[src/rtl/pc_sequencer.sv]
// Fetch/decode/execute controller for the 16-bit CPU: owns the PC, fetches over a
// req/ready handshake, drives the ALU operand-A select and commits the next PC.
module pc_sequencer #(
    parameter logic [15:0] RESET_PC = 16'h0000
) (
    input  logic        clk,
    input  logic        rst_n,
    output logic        imem_req_o,
    output logic [15:0] imem_addr_o,
    input  logic        imem_ready_i,
    input  logic [15:0] imem_rdata_i,
    output logic [15:0] instr_o,
    output logic        instr_valid_o,
    input  logic        branch_i,
    input  logic        jump_i,
    input  logic        halt_i,
    input  logic        branch_taken_i,
    input  logic [15:0] alu_result_i,
    input  logic        stall_i,
    output logic        sel_rs1_o,
    output logic [15:0] pc_o,
    output logic        retire_o,
    output logic        halted_o
);

    typedef enum logic [1:0] {S_FETCH, S_DECODE, S_EXEC, S_HALT} state_e;

    state_e      state_q;
    logic [15:0] pc_q, instr_q, pc_d;
    logic        is_jump_q, is_branch_q, sel_rs1_q, req_q, ivalid_q, halted_q;

    always_comb begin
        pc_d = pc_q + 16'd1;
        if (is_jump_q || (is_branch_q && branch_taken_i))
            pc_d = alu_result_i;
    end

    // req_q is low out of reset so the request rises on the first edge after release;
    // a fetch can only complete while the request is up.
    always_ff @(posedge clk or negedge rst_n) begin
        if (!rst_n) begin
            state_q     <= S_FETCH;
            pc_q        <= RESET_PC;
            instr_q     <= 16'h0000;
            is_jump_q   <= 1'b0;
            is_branch_q <= 1'b0;
            sel_rs1_q   <= 1'b0;
            req_q       <= 1'b0;
            ivalid_q    <= 1'b0;
            halted_q    <= 1'b0;
        end else begin
            case (state_q)
                S_FETCH: begin
                    if (!req_q) begin
                        req_q <= 1'b1;
                    end else if (imem_ready_i) begin
                        instr_q  <= imem_rdata_i;
                        req_q    <= 1'b0;
                        ivalid_q <= 1'b1;
                        state_q  <= S_DECODE;
                    end
                end
                S_DECODE: begin
                    ivalid_q <= 1'b0;
                    if (halt_i) begin
                        halted_q <= 1'b1;
                        state_q  <= S_HALT;
                    end else begin
                        is_jump_q   <= jump_i;
                        is_branch_q <= branch_i & ~jump_i;
                        sel_rs1_q   <= branch_i | jump_i;
                        state_q     <= S_EXEC;
                    end
                end
                S_EXEC: begin
                    if (!stall_i) begin
                        pc_q      <= pc_d;
                        sel_rs1_q <= 1'b0;
                        req_q     <= 1'b1;
                        state_q   <= S_FETCH;
                    end
                end
                S_HALT: begin
                end
                default: state_q <= S_FETCH;
            endcase
        end
    end

    // retire must mark the committing cycle itself, so it follows stall combinationally.
    assign retire_o      = (state_q == S_EXEC) && !stall_i;
    assign imem_req_o    = req_q;
    assign imem_addr_o   = pc_q;
    assign pc_o          = pc_q;
    assign instr_o       = instr_q;
    assign instr_valid_o = ivalid_q;
    assign sel_rs1_o     = sel_rs1_q;
    assign halted_o      = halted_q;

endmodule

[config.mk]
export PLATFORM = sky130hd
export DESIGN_NAME = pc_sequencer
export DESIGN_NICKNAME = d
export VERILOG_FILES = /design/src/rtl/pc_sequencer.sv
export SDC_FILE = /design/constraint.sdc
export NUM_CORES = 1
export LEC_CHECK = 0
export CAP_MARGIN = 20
export CELL_PAD_IN_SITES_DETAIL_PLACEMENT = 0
export CELL_PAD_IN_SITES_GLOBAL_PLACEMENT = 1
export CORE_ASPECT_RATIO = 1.25
export CORE_MARGIN = 3
export CORE_UTILIZATION = 31
export CTS_BUF_LIST = sky130_fd_sc_hd__clkbuf_8
export DETAILED_ROUTE_END_ITERATION = 10
export PLACE_DENSITY_LB_ADDON = 0.1
export SETUP_SLACK_MARGIN = 0.02
export SLEW_MARGIN = 15
export SYNTH_ARGS = -nofsm -noshare
export SYNTH_HDL_FRONTEND = slang
export SYNTH_SLANG_ARGS = --single-unit
export TNS_END_PERCENT = 50
[constraint.sdc]
create_clock -name clk -period 2.5 [get_ports clk]
set_input_delay 0.75 -clock clk [delete_from_list [all_inputs] [get_ports clk]]
set_output_delay 0.75 -clock clk [all_outputs]
set_load 0.01 [all_outputs]
======== Word-level counts from Yosys, hierarchy flattened ========
Cells that the tools add are included.
operators by class
  equal/unequal tests ..................... 6
  mux-type cells .......................... 16
  $add $sub $neg .......................... 1
  bitwise logic cells ..................... 5
  reduce and logical (&&, ||, !) cells .... 17
operator list
  operator                 count
  $add A16 B1 Y16 const B  1
  $mux W16                 1
  $reduce_and A3 Y1        3
  $mux W1                  8
  $ne A2 B2 Y1 const B     4
  $reduce_and A2 Y1        4
  $mux W2                  3
  $pmux W1 S2              3
  $pmux W2 S3              1
  $reduce_bool A2 Y1       3
  $reduce_and A4 Y1        1
  $not A1 Y1               3
  $reduce_bool A3 Y1       1
  $eq A2 B1 Y1 const B     1
  $eq A2 B2 Y1 const B     1
  $logic_and A1 B1 Y1      2
  $logic_not A2 Y1         1
  $and A1 B1 Y1            1
  $logic_not A1 Y1         1
  $logic_or A1 B1 Y1       1
  $or A1 B1 Y1             1
word-level totals
  register bits ........................... 40
  bits of input ports ..................... 40
  word-level logic and storage cells ...... 54

======== Longest topological paths before layout ========
  depth after elaboration ................. 3
  gate-level depth with buffers ........... 6

======== Worst setup path before layout ========
OpenSTA, ideal clock, no wires.
  path type ............................... in2out
  from .................................... input stall_i
  to ...................................... output retire_o
  data required time ...................... 1.750 ns
  stages .................................. 4
  path buffers ............................ 2
  path slack .............................. 0.143 ns
  data arrival time ....................... 1.607 ns
  path through ............................ or3b_1 buf_6 clkinv_8 clkbuf_1
on the way
  longest elaborated chain between the ends .. 2
ends and longest elaborated chain
  what                 RTL line  text
  start, declared      19        input logic stall_i,
  $logic_not A1 Y1     91        assign retire_o = (state_q == S_EXEC) && !stall_i;
  $logic_and A1 B1 Y1  91
  end, declared        22        output logic retire_o,
No other way between the ends.

======== Worst setup path in the final report ========
Same ends and word-level chain as after synthesis.

==> flow_metrics.tcl <==
set metrics [dict create \
    setup.worst_path.end "retire_o" \
    fmax_mhz 430 \
    worstRegToRegCells 6 \
    n_antenna_cell 0 \
    gr-usage-met3 0.0431 \
    final_nets 312 \
    postCtsSetupRepairBufs 0 \
    finalMaxSlewViolations 0 \
    critical_path_class "in2out" \
    setup_viol 0 \
    path_max_fanout 2 \
    drt_wl_total_mm 5.31 \
    ys_ff_latch 40 \
    wire_per_inst_microns 14.9 \
    drc 0 \
    start_util 0.322 \
    p_leak_nw 1.22 \
    switching_share 0.370 \
    hold_class "reg2reg" \
    comb_power_share 0.547 \
    ctsHoldBuffers 0 \
    holdPathStages 1 \
    die_w_microns 77.8 \
    clkSinkCount 40 \
    netlist_area_sq_um 2000 \
    clkPwrFrac 0.110 \
    yosysWarnings 0 \
    netlist_instances 188 \
    ant_nets 0 \
    finalPower_mw 3.66 \
    grt_pass1_vias 1743 \
    p_int_mw 2.31 \
    synth_edf_count 0 \
    whs_ns 0.471 \
    ys_seq_area_frac 0.501 \
    grt_max_degree 41 \
    cap_viol_max_count 0 \
    grt_pass1_wl_mm 8.54 \
    grtUsageMet2 0.260 \
    multiInputGateArea_sq_um 817 \
    syn-num-nets 229 \
    required_ns 1.75 \
    io-pin-count 93 \
    power_density_nw_per_um2 1220 \
    hold_viol_final 0 \
    finalClockSkew_ns 0.00535 \
    synthTopCellsByArea "dfrtp_1, mux2_2, buf_4" \
    cts_buffers 5 \
    port_buffers 92 \
    post-route-period-util 0.931 \
    hpwl_mm 3.85 \
    r2r_slack_ns 0.60 \
    r2r-end "imem_addr_o[11]" \
    htree_levels 2 \
    worstMarginPinSlew_ns 0.527 \
    worstReg2RegStart "state_q[1]" \
    ys_types 34 \
    row_count 32 \
    insertion_delay_ns 0.28 \
    path_clk_slew_ns 0.08 \
    vias 1745 \
    async_flop_share 1.00 \
    viasPerCell 4.90 \
    rsz0062_at_grt "no" \
    clockBufferDepth 2 \
    drt_iter0_drc 48 \
    area_growth_pct 50.6 \
    cp.arrival_ns 1.58 \
    power_frac_seq 0.343 \
    die_area_sq_um 7450 \
    use_met1 0.163 \
    regArea_sq_um 1000 \
    period_needed_ns 2.33 \
    ir_drop_mv 0.440 \
    yosysTopAreaCell "dfrtp_1" \
    cts_root_buf "clkbuf_8" \
    synthesis.area_per_instance_sq_um 10.6 \
    crit_start "stall_i" \
    synth_top_area_share 0.501 \
    critPathLaunchType "input pin" \
    core_sq_um 6210 \
    cts_tree "done" \
    p_switching_mw 1.35 \
    grt_antenna_before_repair 0 \
    synth_flop_cell "dfrtp_1" \
    relSlewSlack 0.649 \
    utilization 0.485 \
    end_kind "primary output" \
    layout-drive-gt1-share 0.144 \
    gp_congestion 0.835 \
    grtUsageTotal 0.145 \
    grt_busiest_layer "met2" \
    drt_first_pass_iters 4 \
    nFillCells 609 \
    die_h_microns 95.8 \
    overflow 0 \
    status "completed" \
]
==> worst min-delay path by stage <==
stage                     startpoint        to  slack, ns
after floorplan                rst_n  halted_o       0.45
after global placement      halted_o  halted_o       0.44
after detailed placement    halted_o  halted_o       0.45
after CTS                   halted_o  halted_o       0.48
after global routing        halted_o  halted_o       0.50
final                       halted_o  halted_o       0.47
==> cell usage in the layout (no fill, tap or decap), drive strengths merged, types with 4 or more instances in the layout <==
cell type,Yosys,layout
buf,18,11
nand3,12,12
o21ai,7,7
a21oi,15,15
dfrtp,40,40
clkbuf,7,5
clkdlybuf4s50,0,89
mux2,17,17
nand2,13,13
nor2,10,10
a22oi,4,4
o211ai,4,4
o22ai,6,6
a2bb2oi,7,7
or4,4,4
==> power groups by stage <==
stage / logic (mW) / clock network [mW] / registers, mW
after floorplan: 0.999 / 0 / 1.34
after global placement: 2.01 / 0 / 1.26
after detailed placement: 2.02 / 0 / 1.27
after CTS: 2.03 / 0.424 / 1.26
after global routing: 2.18 / 0.444 / 1.31
final: 2.00 / 0.402 / 1.25
==> state kept, by name, summed over array words and instances (netlist names) <==
| signal | cells |
|---|---|
| imem_addr_o | 16 |
| sel_rs1_o | 1 |
| instr_valid_o | 1 |
| is_branch_q | 1 |
| is_jump_q | 1 |
| state_q | 2 |
| halted_o | 1 |
| imem_req_o | 1 |
| instr_o | 16 |
==> what timing repair did <==
action / 4_1_cts / 5_1_grt
setup endpoints to repair: 1 / 0
hold endpoints to repair: 0 / 0
resized for setup: 7 / 0
==> cells by family (layout without fill, tap and decap cells) <==
kind of cell             after synthesis  after routing  share of synthesized area
buffers and inverters                 28            111                     0.0933
flip-flops                            40             40                      0.501
adder cells (fa/ha/maj)                1              1                    0.00626
AO/OA/AOI/OAI                         50             50                      0.163
multiplexers                          17             17                     0.0958
AND/OR/NAND/NOR                       52             52                      0.141
==> metal layers <==
metal  up-vias  wire length, microns  share of wire
met1       840                  2170           0.41
met5         -                     0              0
met3         9                   355          0.067
met4         0                    93          0.018
li1        840                     -              -
met2        56                  2690           0.51
==> worst max-delay path, cell delays in order <==
cell and delay, ns:
dlygate4sd2_1 0.24, or3b_4 0.44, clkinv_8 0.06, buf_6 0.09
==> cell type report <==
class                      instances  share of cell area
inverter                           3             0.00790
clock buffer                       5              0.0229
clock inverter                     2             0.00291
tap                               85              0.0353
timing repair buffer             101               0.327
multi-input combinational        120               0.272
sequential                        40               0.333
==> through the flow <==
stage	cells	TNS, ns	cell area [sq um]	worst slack, ns
CTS	356	0	3010	0.166
floorplan	188	0	2000	0.143
finish	356	0	3010	0.172
global route	356	0	3010	0.144
detailed placement	349	-1.26	2930	-0.497
global placement	349	-1.23	2930	-0.494
==> synthesized netlist by cell type (2+ instances only) <==
cell type  instances
a21o_1             3
a21oi_1           15
a22oi_1            4
a2bb2oi_1          7
and3_1             2
and4_1             3
buf_4             16
clkbuf_1           7
dfrtp_1           40
inv_1              2
mux2_2            17
nand2_1           12
nand3_1           12
nand4_1            2
nor2_1            10
o211ai_1           4
o21ai_0            7
o22ai_1            6
or4_1              4
Power figures use the tool's default switching activity.
